`src/rtl/testbasic6_writer.sv`:
```
// Producer for the TestBasic6 blocking inputs: alternates counter-derived values on b_out / b_out2.
// Optional stall counter output is enabled by defining TESTBASIC6_WRITER_STALL_CNT_EN.
//
// state      | meaning
// SEC_SEND1  | offering var on b_out, waiting for b_out_sync
// SEC_SEND2  | offering var<<1 on b_out2, waiting for b_out2_sync
// SEC_DONE   | NUM_PAIRS pairs sent, all channels idle until reset
module testbasic6_writer #(
    parameter logic [31:0] START_VAL = 32'd4,
    parameter logic [31:0] STEP      = 32'd1,
    parameter logic [31:0] NUM_PAIRS = 32'd0
) (
    input  logic        clk,
    input  logic        rst,
    output logic [31:0] b_out,
    input  logic        b_out_sync,
    output logic        b_out_notify,
    output logic [31:0] b_out2,
    input  logic        b_out2_sync,
    output logic        b_out2_notify,
`ifdef TESTBASIC6_WRITER_STALL_CNT_EN
    output logic [15:0] stall_cnt,
`endif
    output logic        done
);

    typedef enum logic [1:0] {
        SEC_SEND1 = 2'd0,
        SEC_SEND2 = 2'd1,
        SEC_DONE  = 2'd2
    } section_t;

    section_t    section;
    section_t    section_nxt;
    logic [31:0] count_val;
    logic [31:0] pairs;
    logic        xfer1;
    logic        xfer2;
    logic        last_pair;

    assign xfer1     = (section == SEC_SEND1) && b_out_sync;
    assign xfer2     = (section == SEC_SEND2) && b_out2_sync;
    assign last_pair = (NUM_PAIRS != 32'd0) && ((pairs + 32'd1) == NUM_PAIRS);

    always_ff @(posedge clk or posedge rst) begin
        if (rst) begin
            section <= SEC_SEND1;
        end else begin
            section <= section_nxt;
        end
    end

    always_comb begin
        section_nxt = section;
        case (section)
            SEC_SEND1: if (xfer1) section_nxt = SEC_SEND2;
            SEC_SEND2: if (xfer2) section_nxt = last_pair ? SEC_DONE : SEC_SEND1;
            SEC_DONE:  section_nxt = SEC_DONE;
            default:   section_nxt = SEC_SEND1;
        endcase
    end

    always_comb begin
        b_out_notify  = 1'b0;
        b_out2_notify = 1'b0;
        done          = 1'b0;
        case (section)
            SEC_SEND1: b_out_notify  = 1'b1;
            SEC_SEND2: b_out2_notify = 1'b1;
            SEC_DONE:  done          = 1'b1;
            default:   b_out_notify  = 1'b0;
        endcase
    end

    // Data registers only change on a transfer edge, so each value is stable while its notify is high.
    always_ff @(posedge clk or posedge rst) begin
        if (rst) begin
            count_val <= START_VAL;
            pairs     <= 32'd0;
            b_out     <= START_VAL;
            b_out2    <= 32'd0;
        end else begin
            if (xfer1) begin
                b_out2 <= count_val << 1;
            end
            if (xfer2) begin
                pairs     <= pairs + 32'd1;
                count_val <= count_val + STEP;
                if (!last_pair) begin
                    b_out <= count_val + STEP;
                end
            end
        end
    end

`ifdef TESTBASIC6_WRITER_STALL_CNT_EN
    logic stalled;

    assign stalled = ((section == SEC_SEND1) && !b_out_sync) ||
                     ((section == SEC_SEND2) && !b_out2_sync);

    always_ff @(posedge clk or posedge rst) begin
        if (rst) begin
            stall_cnt <= 16'd0;
        end else if (stalled && (stall_cnt != 16'hFFFF)) begin
            stall_cnt <= stall_cnt + 16'd1;
        end
    end
`endif

endmodule
```
`config.mk`:
```
export PLATFORM = sky130hd
export DESIGN_NAME = testbasic6_writer
export DESIGN_NICKNAME = d
export VERILOG_FILES = /design/src/rtl/testbasic6_writer.sv
export SDC_FILE = /design/constraint.sdc
export NUM_CORES = 1
export LEC_CHECK = 0
export CORE_ASPECT_RATIO = 1.2
export CORE_MARGIN = 2
export CORE_UTILIZATION = 43
export CTS_CLUSTER_DIAMETER = 100
export DETAILED_ROUTE_END_ITERATION = 7
export PLACE_DENSITY_LB_ADDON = 0.1
export SYNTH_ARGS = -nofsm -noshare
export SYNTH_HDL_FRONTEND = slang
export SYNTH_SLANG_ARGS = --single-unit
```
`constraint.sdc`:
```
create_clock -name clk -period 2.1 [get_ports clk]
set_clock_uncertainty 0.1 [all_clocks]
set_input_delay 0.42 -clock clk [delete_from_list [all_inputs] [get_ports clk]]
set_output_delay 0.42 -clock clk [all_outputs]
set_load 0.02 [all_outputs]
```
==> results by group <==
Outcome
  – Outcome: complete, no violations

Clock network
  – Clock sink total: 65
  – Latest clock arrival within the worst-skew pair: 0.34 ns
  – # Post-CTS Setup Buffers: 0
  – Clock root buffer: clkbuf_8
  – TritonCTS clock tree: yes
  – Maximum clock insertion buffer count: 2
  – Clock slew at reported path FFs: 0.07 ns
  – Hold bufs inserted after CTS: 0
  – Count of H-tree levels built during CTS: 3
  – Number of CTS-inserted buffers: 9

Global route
  – GRT Resource Usage Total: 0.167
  – Pin count of the biggest net entering global routing: 57
  – Overall overflow remaining after global route: 0
  – Wire length of the first global-routing pass: 9.09 mm
  – Via count of the first global-routing pass: 1876
  – Initial antenna violation count: 0

Die
  – Core Region: 6050 sq um
  – Horiz. Die Dim: 76.3 um
  – Starting density of the core: 0.446
  – Chip Height: 90.8 um
  – Area of the die: 6930 sq um
  – Ports: 71
  – Std-Cell Rows: 31

Power
  – Internal power consumption: 2.26 mW
  – Switching portion of total power: 0.276
  – Leakage Power: 1.75 nW
  – Power density over cell area: 820 nW/um^2
  – Share of total power in the clock network: 0.331
  – Sequential share of power: 0.467
  – Sw power: 0.861 mW
  – Worst supply voltage drop on vdd: 0.924 mV
  – Combinational share of power: 0.202
  – Total power after layout: 3.12 mW

Place
  – DPL Wire Length: 3.60 mm
  – Placed insts: 365
  – DP Worst Slack: -0.216 ns
  – Gp weighted congestion: 0.725
  – I/O Buffers: 69
  – Post-DP Area: 3600 sq um

Worst setup path
  – CP bufs+invs: 1
  – Required time worst endpoint: 1.58 ns
  – Launching element type of the critical path: flip-flop
  – RR Startpoint: count_val[7]
  – Reg-to-reg setup timing slack: 0.12 ns
  – Arr. time, crit path: 1.51 ns
  – Cell class contributing the biggest share of worst-path delay: buffers and inverters
  – Endpoint of the worst-slack reg-to-reg timing path: count_val[25]
  – Maximum single-stage delay on the critical path: 0.61 ns
  – Worst Path Max Fanout: 5
  – Highest-delay cell along the critical path: clkdlybuf4s50_1
  – Depth of the worst register-to-register path: 5
  – Critical Path, Cell by Cell: clkdlybuf4s50_1
  – Critical path class: flip-flop to output port
  – Worst Setup End Kind: output port

Layout
  – Growth of design area from synthesis to finish: 40.8%
  – Most frequent standard cell in the layout excluding fill and tap cells: clkdlybuf4s50_1
  – Final-layout fill cell count: 514
  – Final-stage net count: 299
  – Total inserted antenna cells: 0
  – Fraction of layout instances using a drive strength above 1: 0.258
  – Leading cell types in the layout, fill and taps excluded: clkdlybuf4s50_1 (66), dfrtp_1 (60), mux2_2 (32)
  – Final standard cell count with taps included and fillers excluded: 381
  – Reg area: 1630 sq um
  – Multi-input logic area: 1020 sq um
  – Finished Cell Area: 3800 sq um

STA
  – Final Hold Slack: 0.272 ns
  – Finish-stage setup viols: 0
  – Final critical delay including setup and external delays: 2.03 ns
  – Hold Vio Cnt, Final: 0
  – FMAX: 0.493 GHz
  – Fraction of the cycle the final worst path needs: 0.967
  – Least setup slack across all paths after layout: 0.0702 ns
  – Final Slew Violations: 0
  – Setup repair after global routing missed its margin: false

Routing
  – Detailed-route via count: 1861
  – DRT antenna net count: 0
  – Post-route DRC: 0
  – Per-cell routed wire length: 13.5 um
  – Initial DRC Count: 74
  – Wirelength, routed: 5.15 mm
  – Number of vias per cell: 4.88
  – First-pass detailed-route iteration total: 4

Logic synthesis
  – Register bit count reported by yosys: 65
  – Post-synthesis cell count: 206
  – Dominant cell type by area after synthesis: dfrtp_1
  – Post-synth net total: 211
  – Proportion of synthesized chip area in sequential cells: 0.603
  – Average instance area after synthesis: 13.1 sq um
  – Synth warnings: 0
  – Synth top area share: 0.593
  – Cell area after technology mapping: 2700 sq um
  – Ranking of synthesized cells by area: dfrtp_1 (59%), mux2_2 (13%), xnor2_1 (6.5%), xor2_1 (3.6%), nand3_1 (2.6%)
  – Unique cell type count in the Yosys netlist: 32

Job
  – Max_cap viols: 0

Worst hold path
  – Type of the worst min-delay path: input port to async pin
-- per-layer routing --
layer	vias to the layer above	GRT usage	wire length, um
li1	876	-	-
met1	929	0.209	2320
met2	47	0.262	2470
met3	9	0.0410	234
met4	0	0.100	119
met5	-	0	0
-- how the worst max path moves through the flow --
stage | endpoint | slack, ns | cells past startpoint | start
4_1_cts | b_out[2] | 0.05 | 1 | count_val[2]
3_3_place_gp | count_val[26] | -0.19 | 7 | b_out2_sync
3_5_place_dp | count_val[29] | -0.22 | 6 | b_out2_sync
6_report | b_out[2] | 0.07 | 1 | count_val[2]
5_1_grt | count_val[29] | 0.004 | 5 | count_val[7]
2_1_floorplan | count_val[29] | 0.04 | 6 | count_val[5]
-- flip-flops by register name (all words and copies together), names as in the netlist --
name	count
b_out2	31
count_val	32
section	2
-- worst reg2reg max path, stage by stage, from the launching register on --
cell     delay [ns]
dfrtp_2        0.41
nand4_2        0.13
or3_4          0.43
or4_4          0.55
nor2_1         0.14
xor2_1         0.14
-- layout make-up --
class / instances / area share
Clock buffer: 10 / 0.0362
Clock inverter: 6 / 0.0151
Inverter: 6 / 0.00691
Tap cell: 82 / 0.0270
Multi-Input combinational cell: 129 / 0.269
Timing Repair Buffer: 83 / 0.217
Sequential cell: 65 / 0.429
-- power by group through the flow --
stage,Clock [mW],Sequential [mW],Combinational [mW]
after floorplan,0,1.60,0.207
after global placement,0,1.48,0.635
after detailed placement,0,1.48,0.638
after CTS,1.06,1.46,0.641
after global routing,1.11,1.47,0.672
final,1.03,1.46,0.629
-- repair_timing --
item	CTS	global route
resized for setup	1	3
endpoints found under the setup margin	1	9
endpoints found under the hold margin	0	0
-- synth_stat cells --
master,n
and3_1,4
nor4_1,1
mux2_2,32
buf_4,1
buf_6,1
nor3b_2,1
a21o_1,1
nor2b_1,2
xnor2_1,20
xor2_1,11
and4_2,1
clkbuf_1,1
dfrtp_1,64
nand3_1,14
nor3_2,1
ha_1,1
and2b_1,1
and3_2,1
and4_1,1
nor3_1,4
nand2_1,12
and2_1,3
or4_4,3
buf_1,3
inv_1,6
nand4_2,1
nor2_1,10
conb_1,1
and4b_1,1
dfstp_2,1
nand4_1,1
or3_1,1
-- stage by stage --
stage / util / setup TNS, ns
4_1_cts: 0.627 / 0
6_report: 0.628 / 0
3_5_place_dp: 0.595 / -2.62
2_1_floorplan: - / 0
5_1_grt: 0.628 / 0
3_3_place_gp: 0.595 / -2.02
-- logic make-up after synthesis --
| group | after synthesis | share of synthesized area |
|---|---|---|
| xor+xnor | 31 | 0.101 |
| buf+inv | 12 | 0.0209 |
| other cells | 1 | 0.00139 |
| simple gates | 63 | 0.133 |
| fa+ha+maj | 1 | 0.00463 |
| flops | 65 | 0.603 |
| mux | 32 | 0.133 |
| compound gates | 1 | 0.00278 |
(Power assumes the default switching activity.)
==> edit 1: new RTL, same settings <==
Put one more register stage on the output `b_out`, cleared by the reset. The value now appears one clock later. The other outputs are not delayed to match.
--- a/src/rtl/testbasic6_writer.sv
+++ b/src/rtl/testbasic6_writer.sv
@@ -30,4 +30,6 @@
         SEC_DONE  = 2'd2
     } section_t;
+
+    logic [31:0] b_s0;
 
     section_t    section;
@@ -78,5 +80,5 @@
             count_val <= START_VAL;
             pairs     <= 32'd0;
-            b_out     <= START_VAL;
+            b_s0      <= START_VAL;
             b_out2    <= 32'd0;
         end else begin
@@ -88,5 +90,5 @@
                 count_val <= count_val + STEP;
                 if (!last_pair) begin
-                    b_out <= count_val + STEP;
+                    b_s0 <= count_val + STEP;
                 end
             end
@@ -109,3 +111,11 @@
 `endif
 
+    always_ff @(posedge clk or posedge rst) begin
+        if (rst) begin
+            b_out <= '0;
+        end else begin
+            b_out <= b_s0;
+        end
+    end
+
 endmodule
Behaviour: not the same (Yosys sat finds a counterexample within 4 cycles, from zero or initial values and one cycle with rst high).
==> edit 1 against the original RTL <==
Cell area rose by 22%; synthesized area rose by 32%; die area up 31%; power rose by 31%; sequential cell count increased by 32; worst setup slack better by 0.17 ns; wire length is 26% higher.
==> edit 1: results (changes against the original RTL) <==
| Metric | Value |
|---|---|
| Final nets | 332 (+11%) |
| Post-CTS resize count | 2 (+1) |
| Post-placement cell area | 4450 sq um (+24%) |
| FF-to-FF End | count_val[27] |
| FFs & Latches | 97 (+49%) |
| Area Growth Syn to Fin | 29.8% |
| Largest cells by area after synthesis | dfrtp_1 67%, mux2_2 9.4%, xor2_1 4.9%, xnor2_1 2.7%, nor3_1 1.5% |
| Overall Global Routing Usage | 15.7% (-0.98 points) |
| Met1 Use GR | 21.1% (+0.17 points) |
| GP Congestion | 0.729 (+0.54%) |
| Leak Pwr | 2.24 nW (+29%) |
| Critical Path AT | 1.34 ns (-0.17 ns) |
| First-pass GRT wire length | 11,100 microns (+22%) |
| Crit path to | b_out2_notify |
| Non-Filler Instances | 427 (+12%) |
| Sequential share of the synthesized area | 67.9% (+7.6 points) |
| Dpl hpwl | 4250 microns (+18%) |
| Peak supply drop | 0.610 mV (-34%) |
| Worst path slowest cell | dfrtp_1 |
| Cell Count Post-Placement | 411 (+13%) |
| Cell count after synthesis | 245 (+19%) |
| Met1 wire length | 2850 microns (+23%) |
| WL met2 | 3230 microns (+31%) |
| Non-clock buffers | 79 (-4.8%) |
| Clock-cell share | 4.07% (-1.1 points) |
| Fillcell total | 680 (+32%) |
| Multi-input combinational area share | 23.3% (-3.6 points) |
| #MultiIn Comb | 135 (+4.7%) |
| Outcome | complete, no violations |
| Cells on worst reg2reg path | 4 (-1) |
| Wire length on met3 | 291 microns (+24%) |
| CP Launch Point | section[0] |
| Non-clk buf share | 17.3% (-4.4 points) |
-- edit 1: cell types whose count changed after synthesis, moves of 3 or more --
| cell | delta |
|---|---|
| and4_1 | +4 |
| buf_1 | -3 |
| buf_2 | +3 |
| buf_4 | +3 |
| dfrtp_1 | +32 |
| nand3_1 | -6 |
| nand4_1 | +4 |
| nor2_1 | -4 |
| nor3_1 | +7 |
| nor4_1 | +4 |
| or4_4 | -3 |
| xnor2_1 | -9 |
| xor2_1 | +9 |
-- edit 1: logic make-up after synthesis --
family	after synthesis	synth area share, %
flip-flops	97	67.9
AND/OR/NAND/NOR	69	11.9
multiplexers	32	10.1
XOR/XNOR	31	7.59
buffers and inverters	13	1.89
adder cells (fa/ha/maj)	1	0.350
other	1	0.105
AO/OA/AOI/OAI	1	0.210
-- edit 1: power by group --
group	total [mW]	internal (mW)	switching, mW
clock network	1.18	0.581	0.603
logic	0.721	0.356	0.365
registers	2.17	2.04	0.122
==> edit 2: new RTL, config.mk and constraints unchanged <==
Made on the original files. Re-encode `section_t` (3 values) as one-hot, 3 bits wide.
--- a/src/rtl/testbasic6_writer.sv
+++ b/src/rtl/testbasic6_writer.sv
@@ -25,8 +25,8 @@
 );
 
-    typedef enum logic [1:0] {
-        SEC_SEND1 = 2'd0,
-        SEC_SEND2 = 2'd1,
-        SEC_DONE  = 2'd2
+    typedef enum logic [2:0] {
+        SEC_SEND1 = 3'b001,
+        SEC_SEND2 = 3'b010,
+        SEC_DONE  = 3'b100
     } section_t;
 
Formal check against the unedited RTL: same outputs for any inputs over 10 cycles, from zero or initial values and one cycle with rst high; not proved beyond that.
==> edit 2 against the original RTL <==
Synthesized area is 3.0% higher; critical path depth stayed put; fmax is 1.1% lower; non-clock buffer count is 5 lower; sequential cell count is 1 higher; hold slack better by 0.093 ns; wire length is 5.4% higher; power is 2.9% lower; worst setup slack worse by 0.022 ns; cell area is 1.6% higher; die area is 2.9% higher; critical endpoint unchanged.
==> edit 2: results (changes against the original RTL) <==
| Metric | Value |
|---|---|
| Outcome | complete, no violations |
| Number of distinct library cells after synthesis | 25 (-22%) |
| CTS clk-pin slew, worst paths | 0.07 ns (about the same) |
| Syn nets | 212 (+0.47%) |
| # Post-CTS Setup Buffers | 0 (unchanged) |
| First-pass GRT wire length | 9270 microns (+2.0%) |
| GP Congestion | 0.727 (+0.32%) |
| Dpl ws | -0.0694 ns (+0.146 ns) |
| WHS | 0.365 ns (+0.0934 ns) |
| Async S/R FF share, synth | 100% (unchanged) |
| H-tree depth | 3 (unchanged) |
| WL/cell | 14.4 microns (+6.2%) |
| Clock tree buffer depth | 2 (unchanged) |
| Antenna violations before repair | 0 (unchanged) |
| Biggest regs | count_val x32, b_out2 x31, section x3 |
| Post-placement cell area | 3650 sq um (+1.5%) |
| Critical Path AT | 1.53 ns (+0.02 ns) |
| Via/cell ratio | 4.95 (+1.3%) |
| Ratio of cells with drive above 1 in the final layout | 21.2% (-4.6 points) |
| Largest net degree at the start of global routing | 28 (-51%) |
| Top cells by count, synth | 64 x dfrtp_1, 30 x mux2_2, 27 x xnor2_1 |
| Pint | 2.27 mW (+0.54%) |
| TritonCTS Buffers | 9 (unchanged) |
| Diodes inserted | 0 (unchanged) |
| Critical-path maximum fanout | 5 (unchanged) |
| Leak Pwr | 1.75 nW (+0.40%) |
| Number of port buffers | 69 (unchanged) |
| Peak supply drop | 0.509 mV (-45%) |
| CP max stage delay | 0.62 ns |
| Final setup margin | 0.0480 ns (-0.0222 ns) |
| Detailed Routing Iterations Pass 1 | 2 (-2) |
| FF-to-FF setup slack | 0.24 ns (+0.12 ns) |
| Final nets | 293 (-2.0%) |
| Fillcell total | 550 (+7.0%) |
| Worst min path class | input pin to asynchronous set/reset pin |
| Dpl hpwl | 3750 microns (+4.3%) |
| Clk root buf | clkbuf_8 |
| Number of global-route vias before repair | 1,852 (-1.3%) |
| Final ANT Viol Nets | 0 (unchanged) |
| Iteration-0 DRC Markers | 78 (+5.4%) |
| Cell family with most CP delay | buffers and inverters |
| Largest cells by area after synthesis | dfrtp_1 58%, mux2_2 12%, xnor2_1 8.5%, nand3_1 2.7%, nand4_1 2.0% |
| Overall Global Routing Usage | 16.8% (+0.084 points) |
| Worst-Skew Late Latency | 0.33 ns |
| Worst Max-Slew Pin Slew | 0.550 ns |
| Yosys warns | 0 (unchanged) |
| Sequential share of the synthesized area | 59.5% (-0.82 points) |
| Worst path slowest cell | clkdlybuf4s50_1 |
edit 2: cell types whose count changed in the layout (fill, tap and decap cells not counted), sizes merged, moves of 4 or more:
| cell | unedited run | this run |
|---|---|---|
| clkbuf | 10 | 15 |
| clkinv | 4 | 0 |
| xnor2 | 20 | 27 |
| nor3 | 5 | 0 |
| buf | 14 | 9 |
| nand4 | 2 | 9 |
| nor2 | 10 | 5 |
| xor2 | 11 | 4 |
edit 2: logic make-up (layout without fill, tap and decap cells):
group / Yosys count / after routing / synth area share, %
AOI/OAI and AO/OA: 1 / 1 / 0.270
xor gates and xnor gates: 31 / 31 / 9.76
adders and majority gates: 1 / 1 / 0.450
buffers and inverters: 11 / 97 / 2.34
DFF: 66 / 66 / 59.5
muxes: 31 / 31 / 12.6
other: 1 / 1 / 0.135
and+or+nand+nor: 65 / 65 / 15.0
edit 2: power groups by stage:
stage | Clock (mW) | Combinational [mW] | Sequential, mW
6_report | 1.13 | 0.475 | 1.42
4_1_cts | 1.16 | 0.484 | 1.42
5_1_grt | 1.21 | 0.514 | 1.43
2_1_floorplan | 0 | 0.221 | 1.50
3_3_place_gp | 0 | 0.486 | 1.44
3_5_place_dp | 0 | 0.491 | 1.45
edit 2: what timing repair did:
| action | 4_1_cts | 5_1_grt |
|---|---|---|
| hold endpoints to repair | 0 | 0 |
| setup endpoints to repair | 3 | 0 |
| hold buffers | 0 | 0 |
| gates resized for setup | 3 | 0 |
edit 2: metrics by stage:
stage,utilization [%],TNS [ns],instances,total power [mW]
floorplan,-,0,207,1.72
global placement,57.7,-0.149,362,1.93
detailed placement,57.7,-0.862,362,1.94
CTS,61.1,0,378,3.06
global route,61.1,0,378,3.16
finish,61.1,0,378,3.03
edit 2: worst paths after layout:
path	startpoint	endpoint	depth (start not counted)
hold reg to reg	count_val[31]	count_val[31]	1
max in group asynchronous	rst	count_val[2]	3
min in group clk	count_val[31]	count_val[31]	1
setup / recovery	count_val[2]	b_out[2]	1
hold / removal	rst	b_out2[25]	2
setup reg to reg	count_val[15]	count_val[31]	4
edit 2: final cells by class:
class | instances | share of cell area (%)
clock buffers | 15 | 4.83
clock inverters | 1 | 0.777
inverters | 3 | 0.389
multi-input cells | 130 | 27.6
flip-flops and latches | 66 | 42.8
well taps | 85 | 2.75
repair buffers | 78 | 20.8
edit 2: layer usage:
| metal | vias to the layer above | GRT usage, % | wire (microns) |
|---|---|---|---|
| met3 | 8 | 3.94 | 242 |
| met4 | 0 | 8.93 | 86 |
| met5 | - | 0 | 0 |
| met1 | 940 | 22.8 | 2550 |
| met2 | 43 | 25.0 | 2550 |
| li1 | 880 | - | - |
